[config.mk]
export PLATFORM = sky130hd
export DESIGN_NAME = hex_scan_display_flat
export DESIGN_NICKNAME = d
export VERILOG_FILES = /design/src/rtl/hex_scan_display_if.sv /design/src/rtl/hex_scan_display.sv /design/src/flat_wrapper.sv
export SDC_FILE = /design/constraint.sdc
export NUM_CORES = 1
export LEC_CHECK = 0
export ABC_AREA = 1
export BUFFER_PORTS_ARGS = -buffer_cell sky130_fd_sc_hd__buf_2
export CORE_MARGIN = 2
export CORE_UTILIZATION = 25
export DETAILED_ROUTE_END_ITERATION = 10
export HOLD_SLACK_MARGIN = 0.12
export SYNTH_ARGS = -nofsm -noshare
export SYNTH_HDL_FRONTEND = slang
export SYNTH_SLANG_ARGS = --single-unit
export TNS_END_PERCENT = 100
[constraint.sdc]
create_clock -name clk -period 2.5 [get_ports clk]
set_input_delay 0.5 -clock clk [delete_from_list [all_inputs] [get_ports clk]]
set_output_delay 0.5 -clock clk [all_outputs]
set_load 0.05 [all_outputs]
[src/rtl/hex_scan_display_if.sv]
// -----------------------------------------------------------------------------
// hex_scan_display_if
//   Write port of the hex scan display. A producer presents a complete display
//   image (digit nibbles, decimal points, blanking mask, leading-zero enable)
//   with i_valid; the display takes it when o_ready is high.
//
//   i_data   4*DIGITS  nibble k = digit k, digit 0 rightmost
//   i_dp     DIGITS    decimal point enable per digit
//   i_blank  DIGITS    force digit dark
//   i_lz_en  1         leading-zero suppression enable
//   i_valid  1         write request
//   o_ready  1         display can accept a write
// -----------------------------------------------------------------------------
interface hex_scan_display_if #(
   parameter int DIGITS = 4
) ();

   logic [4*DIGITS-1:0] i_data;
   logic [DIGITS-1:0]   i_dp;
   logic [DIGITS-1:0]   i_blank;
   logic                i_lz_en;
   logic                i_valid;
   logic                o_ready;

   modport master (
      output i_data, i_dp, i_blank, i_lz_en, i_valid,
      input  o_ready
   );

   modport slave (
      input  i_data, i_dp, i_blank, i_lz_en, i_valid,
      output o_ready
   );

endinterface

[src/rtl/hex_scan_display.sv]
// -----------------------------------------------------------------------------
// hex_scan_display
//   Multiplexed N-digit seven-segment hex driver for common-anode displays.
//   A prescaler sets the slot length of each digit; the digit pointer walks
//   0..DIGITS-1 and its wrap back to 0 is the frame boundary. New display
//   images are only swapped in at a frame boundary so a frame never tears.
//   Supports per-digit decimal point and blanking, leading-zero suppression
//   and PWM brightness taken from the top bits of the prescaler.
//
//   clk           system clock
//   rst_n         synchronous reset, active-low
//   wr            write port (slave side of hex_scan_display_if)
//   i_brightness  live duty control; all ones = always on, 0 = dark
//   o_anodes      active-low digit enables, at most one low
//   o_segments    {a,b,c,d,e,f,g,dp}, active-high
// -----------------------------------------------------------------------------
module hex_scan_display #(
   parameter int DIGITS    = 4,
   parameter int CNT_WIDTH = 14,
   parameter int PWM_WIDTH = 4
) (
   input  logic                 clk,
   input  logic                 rst_n,
   hex_scan_display_if.slave    wr,
   input  logic [PWM_WIDTH-1:0] i_brightness,
   output logic [DIGITS-1:0]    o_anodes,
   output logic [7:0]           o_segments
);

   localparam int POS_WIDTH = (DIGITS > 1) ? $clog2(DIGITS) : 1;
   localparam logic [POS_WIDTH-1:0] POS_LAST = POS_WIDTH'(DIGITS - 1);

   typedef enum logic {
      WR_IDLE,
      WR_PENDING
   } wr_state_t;

   // Seven-segment pattern {a..g} for one hex nibble.
   function automatic logic [6:0] decode(input logic [3:0] nib);
      case (nib)
         4'h0:    return 7'b1111110;
         4'h1:    return 7'b0110000;
         4'h2:    return 7'b1101101;
         4'h3:    return 7'b1111001;
         4'h4:    return 7'b0110011;
         4'h5:    return 7'b1011011;
         4'h6:    return 7'b1011111;
         4'h7:    return 7'b1110000;
         4'h8:    return 7'b1111111;
         4'h9:    return 7'b1111011;
         4'hA:    return 7'b1110111;
         4'hB:    return 7'b0011111;
         4'hC:    return 7'b1001110;
         4'hD:    return 7'b0111101;
         4'hE:    return 7'b1001111;
         default: return 7'b1000111;
      endcase
   endfunction

   // ---------------------------------------------------------------- scan timing
   logic [CNT_WIDTH-1:0] cnt;
   logic [POS_WIDTH-1:0] pos;
   logic                 slot_end;
   logic                 frame_end;

   assign slot_end  = &cnt;
   assign frame_end = slot_end && (pos == POS_LAST);

   // NOTE: state registers use non-blocking assignments so every flop samples
   // the pre-edge values of the others; blocking here would create ordering races.
   always_ff @(posedge clk) begin
      if (!rst_n) begin
         cnt <= '0;
         pos <= '0;
      end else begin
         cnt <= cnt + CNT_WIDTH'(1);
         if (slot_end) begin
            pos <= (pos == POS_LAST) ? '0 : pos + POS_WIDTH'(1);
         end
      end
   end

   // ---------------------------------------------------------------- write port
   wr_state_t wr_state;
   wr_state_t wr_state_next;
   logic      take_write;
   logic      apply_write;

   always_ff @(posedge clk) begin
      if (!rst_n) begin
         wr_state <= WR_IDLE;
      end else begin
         wr_state <= wr_state_next;
      end
   end

   // A write accepted on the frame-boundary edge itself lands in IDLE->PENDING
   // and is therefore held until the following boundary.
   // NOTE: every output of a combinational block gets a default first, so no
   // path leaves a signal unassigned and no latch is inferred.
   always_comb begin
      wr_state_next = wr_state;
      take_write    = 1'b0;
      apply_write   = 1'b0;
      case (wr_state)
         WR_IDLE: begin
            if (wr.i_valid) begin
               take_write    = 1'b1;
               wr_state_next = WR_PENDING;
            end
         end
         WR_PENDING: begin
            if (frame_end) begin
               apply_write   = 1'b1;
               wr_state_next = WR_IDLE;
            end
         end
         default: wr_state_next = WR_IDLE;
      endcase
   end

   assign wr.o_ready = (wr_state == WR_IDLE);

   logic [4*DIGITS-1:0] pend_data;
   logic [DIGITS-1:0]   pend_dp;
   logic [DIGITS-1:0]   pend_blank;
   logic                pend_lz_en;

   // NOTE: the pending payload has no reset; it is only ever read after a
   // transfer has written it, because wr_state qualifies it.
   always_ff @(posedge clk) begin
      if (take_write) begin
         pend_data  <= wr.i_data;
         pend_dp    <= wr.i_dp;
         pend_blank <= wr.i_blank;
         pend_lz_en <= wr.i_lz_en;
      end
   end

   logic [4*DIGITS-1:0] disp_data;
   logic [DIGITS-1:0]   disp_dp;
   logic [DIGITS-1:0]   disp_blank;
   logic                disp_lz_en;

   always_ff @(posedge clk) begin
      if (!rst_n) begin
         disp_data  <= '0;
         disp_dp    <= '0;
         disp_blank <= '1;
         disp_lz_en <= 1'b0;
      end else if (apply_write) begin
         disp_data  <= pend_data;
         disp_dp    <= pend_dp;
         disp_blank <= pend_blank;
         disp_lz_en <= pend_lz_en;
      end
   end

   // ---------------------------------------------------------------- digit select
   logic [DIGITS-1:0] supp;
   logic              zero_above;
   logic [3:0]        cur_nib;
   logic              cur_dp;
   logic              cur_blank;
   logic              cur_supp;

   always_comb begin
      supp       = '0;
      zero_above = 1'b1;
      cur_nib    = 4'h0;
      cur_dp     = 1'b0;
      cur_blank  = 1'b0;
      cur_supp   = 1'b0;
      // Walk down from the most significant digit; a digit is a leading zero
      // while it and everything above it are zero. Digit 0 is always shown.
      for (int k = DIGITS - 1; k >= 1; k--) begin
         zero_above = zero_above & (disp_data[4*k +: 4] == 4'h0);
         supp[k]    = disp_lz_en & zero_above;
      end
      for (int k = 0; k < DIGITS; k++) begin
         if (pos == POS_WIDTH'(k)) begin
            cur_nib   = disp_data[4*k +: 4];
            cur_dp    = disp_dp[k];
            cur_blank = disp_blank[k];
            cur_supp  = supp[k];
         end
      end
   end

   // PWM compares the top prescaler bits against the duty; all ones bypasses
   // the compare so full brightness really is 100%.
   logic [PWM_WIDTH-1:0] pwm_phase;
   logic                 pwm_on;
   logic                 digit_on;

   assign pwm_phase = cnt[CNT_WIDTH-1 -: PWM_WIDTH];
   assign pwm_on    = (&i_brightness) | (pwm_phase < i_brightness);
   // A suppressed digit only lights when it still has a decimal point to show.
   assign digit_on  = pwm_on & ~cur_blank & ~(cur_supp & ~cur_dp);

   // ---------------------------------------------------------------- outputs
   always_ff @(posedge clk) begin
      if (!rst_n) begin
         o_anodes   <= '1;
         o_segments <= '0;
      end else if (digit_on) begin
         o_anodes   <= ~(DIGITS'(1) << pos);
         o_segments <= {(cur_supp ? 7'b0000000 : decode(cur_nib)), cur_dp};
      end else begin
         o_anodes   <= '1;
         o_segments <= '0;
      end
   end

endmodule

[src/flat_wrapper.sv]
// flat-port wrapper written by rule: the top's interface ports become plain ports
module hex_scan_display_flat 
#(
   parameter int DIGITS    = 4,
   parameter int CNT_WIDTH = 14,
   parameter int PWM_WIDTH = 4
)
  (clk, rst_n, i_brightness, o_anodes, o_segments, wr_i_data, wr_i_dp, wr_i_blank, wr_i_lz_en, wr_i_valid, wr_o_ready);
  hex_scan_display_if #(.DIGITS(DIGITS)) wr_i ();
  input  logic clk;
  input  logic rst_n;
  input  logic [PWM_WIDTH-1:0] i_brightness;
  output logic [DIGITS-1:0] o_anodes;
  output logic [7:0] o_segments;
  input wire logic [$bits(wr_i.i_data)-1:0] wr_i_data;
  input wire logic [$bits(wr_i.i_dp)-1:0] wr_i_dp;
  input wire logic [$bits(wr_i.i_blank)-1:0] wr_i_blank;
  input wire logic [$bits(wr_i.i_lz_en)-1:0] wr_i_lz_en;
  input wire logic [$bits(wr_i.i_valid)-1:0] wr_i_valid;
  output wire logic [$bits(wr_i.o_ready)-1:0] wr_o_ready;
  assign wr_i.i_data = wr_i_data;
  assign wr_i.i_dp = wr_i_dp;
  assign wr_i.i_blank = wr_i_blank;
  assign wr_i.i_lz_en = wr_i_lz_en;
  assign wr_i.i_valid = wr_i_valid;
  assign wr_o_ready = wr_i.o_ready;
  hex_scan_display #(.DIGITS(DIGITS), .CNT_WIDTH(CNT_WIDTH), .PWM_WIDTH(PWM_WIDTH)) u_core (.clk(clk), .rst_n(rst_n), .wr(wr_i), .i_brightness(i_brightness), .o_anodes(o_anodes), .o_segments(o_segments));
endmodule
==> results of run 1 <==
[stage by stage]
stage	hold slack (ns)	cell area [um2]
floorplan	0.418	3540
global placement	0.435	3930
detailed placement	0.442	3930
CTS	0.327	4250
global route	0.320	4250
finish	0.337	4250
[worst max-delay path, stage by stage (launching register included)]
cell and delay [ns]:
dfxtp_1 0.33, inv_1 0.10, ha_1 0.35, inv_2 0.12
nand3_1 0.09, nand2_1 0.05, a21boi_1 0.22, inv_1 0.14
ha_1 0.31, inv_1 0.06, nand2_1 0.04, nand3_1 0.07
nand2_1 0.05, nand2_1 0.05, inv_1 0.04
[synthesized netlist by cell type, drive strengths merged]
cell type | number | area share [%]
nand2 | 100 | 11
o21a | 2 | 0.42
buf | 10 | 2.2
a21boi | 1 | 0.21
nor3 | 3 | 0.42
clkbuf | 8 | 0.85
o21ai | 9 | 1.3
nand4 | 27 | 5.2
nand3b | 1 | 0.21
nand3 | 32 | 4.9
xnor2 | 1 | 0.25
edfxtp | 25 | 21
dfxtp | 54 | 30
ha | 15 | 5.3
a21oi | 46 | 6.6
nor2 | 37 | 5.0
inv | 42 | 4.4
[state kept, by name (all words and copies together), names as in the netlist, 8 cells and up]
signal and count:
u_core.pend_data 16, u_core.o_segments 8, u_core.disp_data 16, u_core.cnt 14
[area by class of cell]
type                       count  area, um2  share of cell area (%)
tap                          180        225                    5.30
sequential                    79       1830                    43.1
clock inverter                 7       97.6                    2.29
timing repair buffer          50        265                    6.24
inverter                      42        158                    3.71
clock buffer                   9        225                    5.30
multi-input combinational    274       1450                    34.1
[cell usage in the layout (no fill, tap or decap), drive strengths merged]
cell type  synthesis  routed
a21oi             46      46
clkbuf             8       9
xnor2              1       1
a21boi             1       1
nand4             27      27
nand3             32      32
o21a               2       2
o21ai              9       9
bufinv             0       1
nand3b             1       1
inv               42      47
edfxtp            25      25
buf               10      50
nor2              37      37
dfxtp             54      54
ha                15      15
nor3               3       3
clkinv             0       1
nand2            100     100
[power groups by stage]
| stage | Sequential (uW) | Clock, uW | Combinational, uW |
|---|---|---|---|
| after CTS | 1370 | 1420 | 86.3 |
| after floorplan | 1390 | 0 | 46.5 |
| after detailed placement | 1400 | 0 | 85.9 |
| after global routing | 1370 | 1480 | 95.9 |
| after global placement | 1400 | 0 | 82.0 |
| final | 1370 | 1390 | 84.4 |
[cell families (layout without fill, tap and decap cells)]
family                   after synthesis  after routing  share of synthesized area [%]
buffers and inverters                 60            108                           7.48
XOR/XNOR                               1              1                          0.247
AO/OA/AOI/OAI                         58             58                           8.51
flip-flops                            79             79                           51.7
AND/OR/NAND/NOR                      200            200                           26.8
adder cells (fa/ha/maj)               15             15                           5.29
[final timing paths]
kind	to	start	slack, ns	depth (start not counted)
worst max-delay path	u_core.o_segments[4]	u_core.pos[1]	0.39	14
worst max register to register	u_core.o_segments[4]	u_core.pos[1]	0.39	14
worst min register to register	u_core.disp_blank[2]	u_core.pend_blank[2]	0.45	2
worst min-delay path	u_core.pend_data[12]	wr_i_data[12]	0.34	1
[metal layers]
layer | vias up | global-route usage, %
met2 | 82 | 15.8
met1 | 1256 | 14.1
met3 | 4 | 2.95
li1 | 1463 | -
met4 | 0 | 2.70
met5 | - | 0
==> out/qor.csv, run 1 <==
metric,value,unit
status,"complete, no violations",
port bufs,44,
switch share,22.6,%
Max Clk Rate,473,MHz
CTS Sinks,79,
total of max-cap violations,0,
Sum Neg Setup Slack,0,ns
syn nets,460,
WL per Instance,11.5,um
initial core utilization,25.5,%
Worst Path Arrival,2.34,ns
Tot Pwr,2840,uW
DR WL met2,3250,um
worst relative slew slack,70.7,%
Flop pwr share,48.2,%
worst-case vdd ir drop,0.298,mV
Die Wd,123,um
Synth Area per Inst,8.58,um2
DIE AREA,0.0151,mm2
Net Switching,641,uW
global-route wire length before repair,12300,um
crit path time final,2.11,ns
number of diodes,0,
number of global-route vias before repair,2613,
DRC viols,0,
highest metal used,met4,
CTS Buf Count,9,
Static Leak,0.00181,uW
Detail Route Antenna Nets,0,
endpoint type of the worst setup path,flop,
period utilisation layout,84.6,%
Fillers,1497,
Gate power share,3.0,%
fin cells,641,
Placed Cells,625,
Place WS,0.422,ns
Routed Wire Length,7370,um
# resized after CTS,0,
Worst setup SP type,flop,
fin util,30.6,%
GRT Overall Usage,10.3,%
Slew @ Worst Pin,0.439,ns
met3 WL,468,um
H-tree depth,3,
max-slew violation count,0,
CTS Root Buffer Type,clkbuf_16,
Crit Path Max Fanout,8,
core area,0.0139,mm2
CTS tree,yes,
antenna violations before repair,0,
Synth Register Bits,79,
total gr overflow,0,
drt first-iter violations,193,
WP data required,2.73,ns
DRT Pass-1 Iters,4,
cell internal pwr,2200,uW
cts hold-fix bufs,0,
Final Skew,0.00695,ns
setup bufs post-CTS,0,
DRT met1 WL,3600,um
FP Rows,43,
Die H,123,um
RSZ-0062 raised after global routing,no,
layout cells sized above 1,16.9,%
Worst-path clk slew,0.07,ns
"Hold Violations, Final",0,
clock share of power,48.8,%
library cells used by synthesis,27,
vias per cell,4.38,
Ports,45,
"Seq/Total Area, Yosys",51.7,%
Vias,2805,
Hold Crit Class,input port to flop,
Power Dens Cells,668,mW/mm2
setup violators final,0,
Syn Inst Count,413,
DPL Wire Length,5500,um
Worst-Skew Late Latency,0.33,ns
Final #Nets,503,
largest net degree at the start of global routing,28,
Post-Syn Area,0.00354,mm2
GP Congestion,0.874,
critical path type,flop to flop,
synth warn,0,
Synth-to-Final Area Change,20.0,%
CTS max path bufs,2,
final worst slack,0.386,ns
Note: power is estimated with default switching activity, not from simulation.
==> run 2, diff against run 1 <==
clock period = 1.9 ns   (was 2.5 ns; I/O delays follow)
==> out/qor.csv, run 2 (same netlist as run 1, synthesis figures left out) <==
metric,value,unit
Worst setup SP type,flop,
Final Skew,0.0113,ns
DRT Pass-1 Iters,4,
GP Congestion,0.880,
period utilisation layout,97.5,%
Die H,123,um
Crit Path Max Fanout,8,
initial core utilization,25.5,%
CTS tree,yes,
fin cells,652,
Flop pwr share,45.2,%
Detail Route Antenna Nets,0,
crit path cell chain,"clkinvlp_4, ha_4, a21oi_2, nand2_1, a21boi_2, ha_1, nand3_1, nand2_1, nand2_1, nor2_1, nor2_1",
CTS Sinks,79,
vias per cell,4.37,
final worst slack,0.0480,ns
Routed Wire Length,7630,um
FP Rows,43,
DRC viols,0,
Hold Path Origin,wr_i_data[0],
crit path time final,1.85,ns
Net Switching,784,uW
largest net degree at the start of global routing,27,
fin util,32.4,%
Placed Cells,633,
Die Wd,123,um
global-route wire length before repair,12300,um
Vias,2851,
Fillers,1469,
port bufs,44,
number of global-route vias before repair,2723,
"most used cell, CP",nand2_1,
clock share of power,52.0,%
H-tree depth,3,
GRT Overall Usage,10.3,%
Hold Crit Class,input port to flop,
"Largest stage delay, worst path",0.38,ns
Place WS,0.00691,ns
CTS Buf Count,9,
R2R depth,11,
Worst Path Arrival,2.07,ns
endpoint type of the worst setup path,flop,
Static Leak,0.00188,uW
"commonest non-fill, non-tap cells in the layout","nand2_1 (93), dfxtp_1 (52), buf_2 (44)",
worst hold endpoint,u_core.pend_data[0],
r2r startpoint,u_core.pos[0],
switch share,19.6,%
Slew @ Worst Pin,0.428,ns
Synth-to-Final Area Change,26.7,%
layout cells sized above 1,23.5,%
Gate power share,2.8,%
status,"complete, no violations",
DPL Wire Length,5520,um
antenna violations before repair,0,
total of max-cap violations,0,
Final #Nets,514,
WP data required,2.12,ns
worst-case vdd ir drop,0.396,mV
Worst R2R End,u_core.o_segments[3],
Hold Path Stages,1,
worst relative slew slack,71.4,%
Max Clk Rate,540,MHz
Ports,45,
Worst path slowest cell,dfxtp_4,
critical path's top delay family,simple AND/OR/NAND/NOR gates,
CTS max path bufs,2,
Power Dens Cells,890,mW/mm2
Worst-Skew Late Latency,0.33,ns
cell internal pwr,3210,uW
reg2reg setup slack,0.05,ns
critical path type,flop to flop,
max-slew violation count,0,
WP buf/inv,1,
number of diodes,0,
drt first-iter violations,140,
Multi-input gate area,0.00155,mm2
Reg area,0.00184,mm2
WL per Instance,11.7,um
"commonest non-fill, non-tap cell in the layout",nand2_1,
Top Registers,"u_core.disp_data (16), u_core.pend_data (16), u_core.cnt (14)",
RSZ-0062 raised after global routing,yes,
setup violators final,0,
DIE AREA,0.0151,mm2
post-route cell area,0.00449,mm2
core area,0.0139,mm2
cts hold-fix bufs,0,
"Hold Violations, Final",0,
Placed Area,0.00402,mm2
Worst-path clk slew,0.06,ns
CTS Root Buffer Type,clkbuf_16,
total gr overflow,0,
-- run 2: power by group through the flow --
stage	clock network, uW	logic (uW)	registers [uW]
CTS	2130	116	1810
global placement	0	112	1840
detailed placement	0	115	1840
global route	2200	127	1810
finish	2080	114	1810
floorplan	0	62.0	1830
-- run 2: repair_timing --
item,in CTS,in global routing
setup buffers,0,2
cloned,0,1
setup endpoints to repair,2,34
pin swaps,0,8
gates resized for setup,1,22
-- run 2: area by class of cell --
class                   instances  share of cell area [%]
clock buffers                  10                    5.57
clock inverters                 6                    2.65
repair buffers                 60                    7.86
inverters                      42                    3.59
multi-input cells             275                    34.4
well taps                     180                    5.02
flip-flops and latches         79                    40.9
-- run 2: metrics by stage --
stage               hold WS [ns]  power (uW)  setup TNS (ns)
global route               0.199        4140          -0.259
global placement           0.432        1950               0
detailed placement         0.442        1960               0
floorplan                  0.418        1900               0
CTS                        0.200        4050               0
finish                     0.216        4000               0
-- run 2: worst max-delay path by stage --
| stage | endpoint | slack [ns] | startpoint | cells past startpoint |
|---|---|---|---|---|
| after global routing | u_core.o_segments[4] | -0.08 | u_core.pos[0] | 13 |
| after floorplan | u_core.o_segments[2] | 0.02 | u_core.pos[1] | 15 |
| final | u_core.o_segments[3] | 0.05 | u_core.pos[0] | 11 |
| after detailed placement | u_core.o_segments[5] | 0.007 | u_core.pos[1] | 10 |
| after global placement | u_core.o_segments[4] | 0.08 | u_core.pos[1] | 13 |
| after CTS | u_core.o_segments[4] | 0.01 | u_core.pos[0] | 13 |
-- run 2: worst register-to-register path: stages (launching register included) --
cell and delay [ns]:
dfxtp_4 0.38, clkinvlp_4 0.14, ha_4 0.22, a21oi_2 0.10, nand2_1 0.07, a21boi_2 0.19
ha_1 0.21, nand3_1 0.14, nand2_1 0.09, nand2_1 0.05, nor2_1 0.08, nor2_1 0.05
-- run 2: layer usage --
layer / vias up / share of wire, % / global-route usage (%) / routed length [um]
li1: 1488 / - / - / -
met1: 1274 / 48 / 13.7 / 3660
met2: 79 / 44 / 15.7 / 3390
met3: 10 / 5.6 / 2.86 / 430
met4: 0 / 2.0 / 4.69 / 152
met5: - / 0 / 0 / 0
==> run 3, diff against run 2 <==
CORE_UTILIZATION = 52   (was 25)
GPL_TIMING_DRIVEN = 0   (was unset)
PLACE_DENSITY = 0.76   (was unset)
==> out/qor.csv, run 3 (same netlist as run 1, synthesis figures left out) <==
metric,value,unit
Die Wd,86.6,um
"Largest stage delay, worst path",0.39,ns
Crit Path Max Fanout,7,
Ports,45,
critical path type,flop to flop,
Final Skew,0.0103,ns
GRT met1 Usage,24.6,%
Static Leak,0.00184,uW
initial core utilization,53.1,%
worst-case vdd ir drop,0.586,mV
WP depth,14,
GRT Overall Usage,19.1,%
busiest grt layer,met2,
reg2reg setup slack,0.02,ns
"commonest non-fill, non-tap cell in the layout",nand2_1,
Worst setup SP type,flop,
DIE AREA,0.00749,mm2
GP Congestion,0.873,
"Hold Violations, Final",0,
cts hold-fix bufs,0,
Slew @ Worst Pin,0.609,ns
worst setup path end,u_core.o_segments[4],
layout cells sized above 1,22.5,%
CTS max path bufs,2,
H-tree depth,3,
global-route wire length before repair,11100,um
largest net degree at the start of global routing,26,
Die H,86.6,um
worst setup path startpoint,u_core.pos[0],
DPL Wire Length,4800,um
R2R depth,14,
Detail Route Antenna Nets,0,
clock share of power,40.0,%
Worst path slowest cell,dfxtp_4,
drt first-iter violations,111,
Worst Path Arrival,2.20,ns
crit path cell chain,"inv_4, ha_4, buf_8, a21oi_4, nand2_2, a21boi_4, inv_2, ha_4, inv_2, nand2_1, nand3_1, nand2_1, nand2_1, inv_1",
max-slew violation count,0,
Worst R2R End,u_core.o_segments[4],
critical path's top delay family,adder cells,
WL per Instance,12.2,um
number of diodes,0,
worst relative slew slack,59.3,%
"most used cell, CP",nand2_1,
Vias,2851,
Top Registers,"u_core.disp_data (16), u_core.pend_data (16), u_core.cnt (14)",
Hold Crit Class,input port to flop,
Worst-Skew Late Latency,0.36,ns
number of global-route vias before repair,2552,
Placed Cells,537,
RSZ-0062 raised after global routing,yes,
Tot Pwr,3180,uW
r2r startpoint,u_core.pos[0],
setup violators final,0,
CTS Root Buffer Type,clkbuf_8,
total of max-cap violations,0,
CTS tree,yes,
core area,0.00668,mm2
vias per cell,5.10,
Power Dens Cells,748,mW/mm2
Max Clk Rate,531,MHz
DRC viols,0,
status,"complete, no violations",
cell internal pwr,2440,uW
Final #Nets,521,
crit path time final,1.88,ns
final worst slack,0.0179,ns
Flop pwr share,56.7,%
Place WS,-0.190,ns
Net Switching,734,uW
period utilisation layout,99.1,%
WP buf/inv,5,
switch share,23.1,%
fin cells,559,
antenna violations before repair,0,
met2 usage,31.0,%
Gate power share,3.4,%
CTS Buf Count,9,
Synth-to-Final Area Change,19.8,%
FP Rows,30,
met3 GRT Util,5.43,%
total gr overflow,0,
CTS Sinks,79,
Routed Wire Length,6810,um
port bufs,44,
Worst-path clk slew,0.09,ns
WP data required,2.21,ns
DRT Pass-1 Iters,4,
"commonest non-fill, non-tap cells in the layout","nand2_1 (94), dfxtp_1 (52), buf_2 (45)",
endpoint type of the worst setup path,flop,
run 3: changes by cell type in the layout (fill, tap and decap cells not counted), moves of 3 or more:
cell / change
clkbuf_8: +9
clkbuf_1: +6
inv_2: -3
clkbuf_16: -10
buf_4: -5
buf_6: +4
run 3: worst min path at each step:
stage,startpoint,end,slack [ns],cells after the start
after global placement,u_core.cnt[0],u_core.cnt[0],0.43,1
after floorplan,u_core.cnt[0],u_core.cnt[0],0.42,1
after CTS,wr_i_data[6],u_core.pend_data[6],0.18,1
after global routing,wr_i_data[8],u_core.pend_data[8],0.18,1
final,wr_i_data[6],u_core.pend_data[6],0.19,1
after detailed placement,u_core.cnt[0],u_core.cnt[0],0.44,1
run 3: area by class of cell:
cell class,instances,area [um2]
clock buffer,9,124
inverter,42,163
timing repair buffer,52,280
tap,80,100
fill,559,2440
buffer,16,123
multi-input combinational,274,1540
sequential,79,1840
clock inverter,7,77.6
run 3: metrics by stage:
| stage | setup TNS [ns] | instance area [um2] | hold WS [ns] | util, % |
|---|---|---|---|---|
| after floorplan | 0 | 3570 | 0.418 | - |
| after global routing | -0.430 | 4250 | 0.178 | 63.5 |
| after global placement | -2.70 | 3890 | 0.431 | 58.2 |
| after CTS | 0 | 4130 | 0.181 | 61.8 |
| final | 0 | 4250 | 0.187 | 63.5 |
| after detailed placement | -4.32 | 3890 | 0.439 | 58.2 |
run 3: layer usage:
| layer | vias up | wire length (um) |
|---|---|---|
| li1 | 1500 | - |
| met1 | 1276 | 3100 |
| met2 | 65 | 3240 |
| met3 | 10 | 358 |
| met4 | 0 | 113 |
| met5 | - | 0 |
run 3: repair_timing:
action | in CTS | in global routing
hold endpoints to repair | 0 | 0
endpoints found under the setup margin | 33 | 43
buffers inserted | 3 | 5
resized for setup | 9 | 23
pin swaps | 3 | 5
run 3: power groups by stage:
stage                     Clock, uW  Combinational (uW)  Sequential, uW
final                          1270                 107            1800
after global placement            0                 106            1840
after CTS                      1280                 106            1800
after floorplan                   0                62.0            1830
after detailed placement          0                 110            1840
after global routing           1370                 122            1810
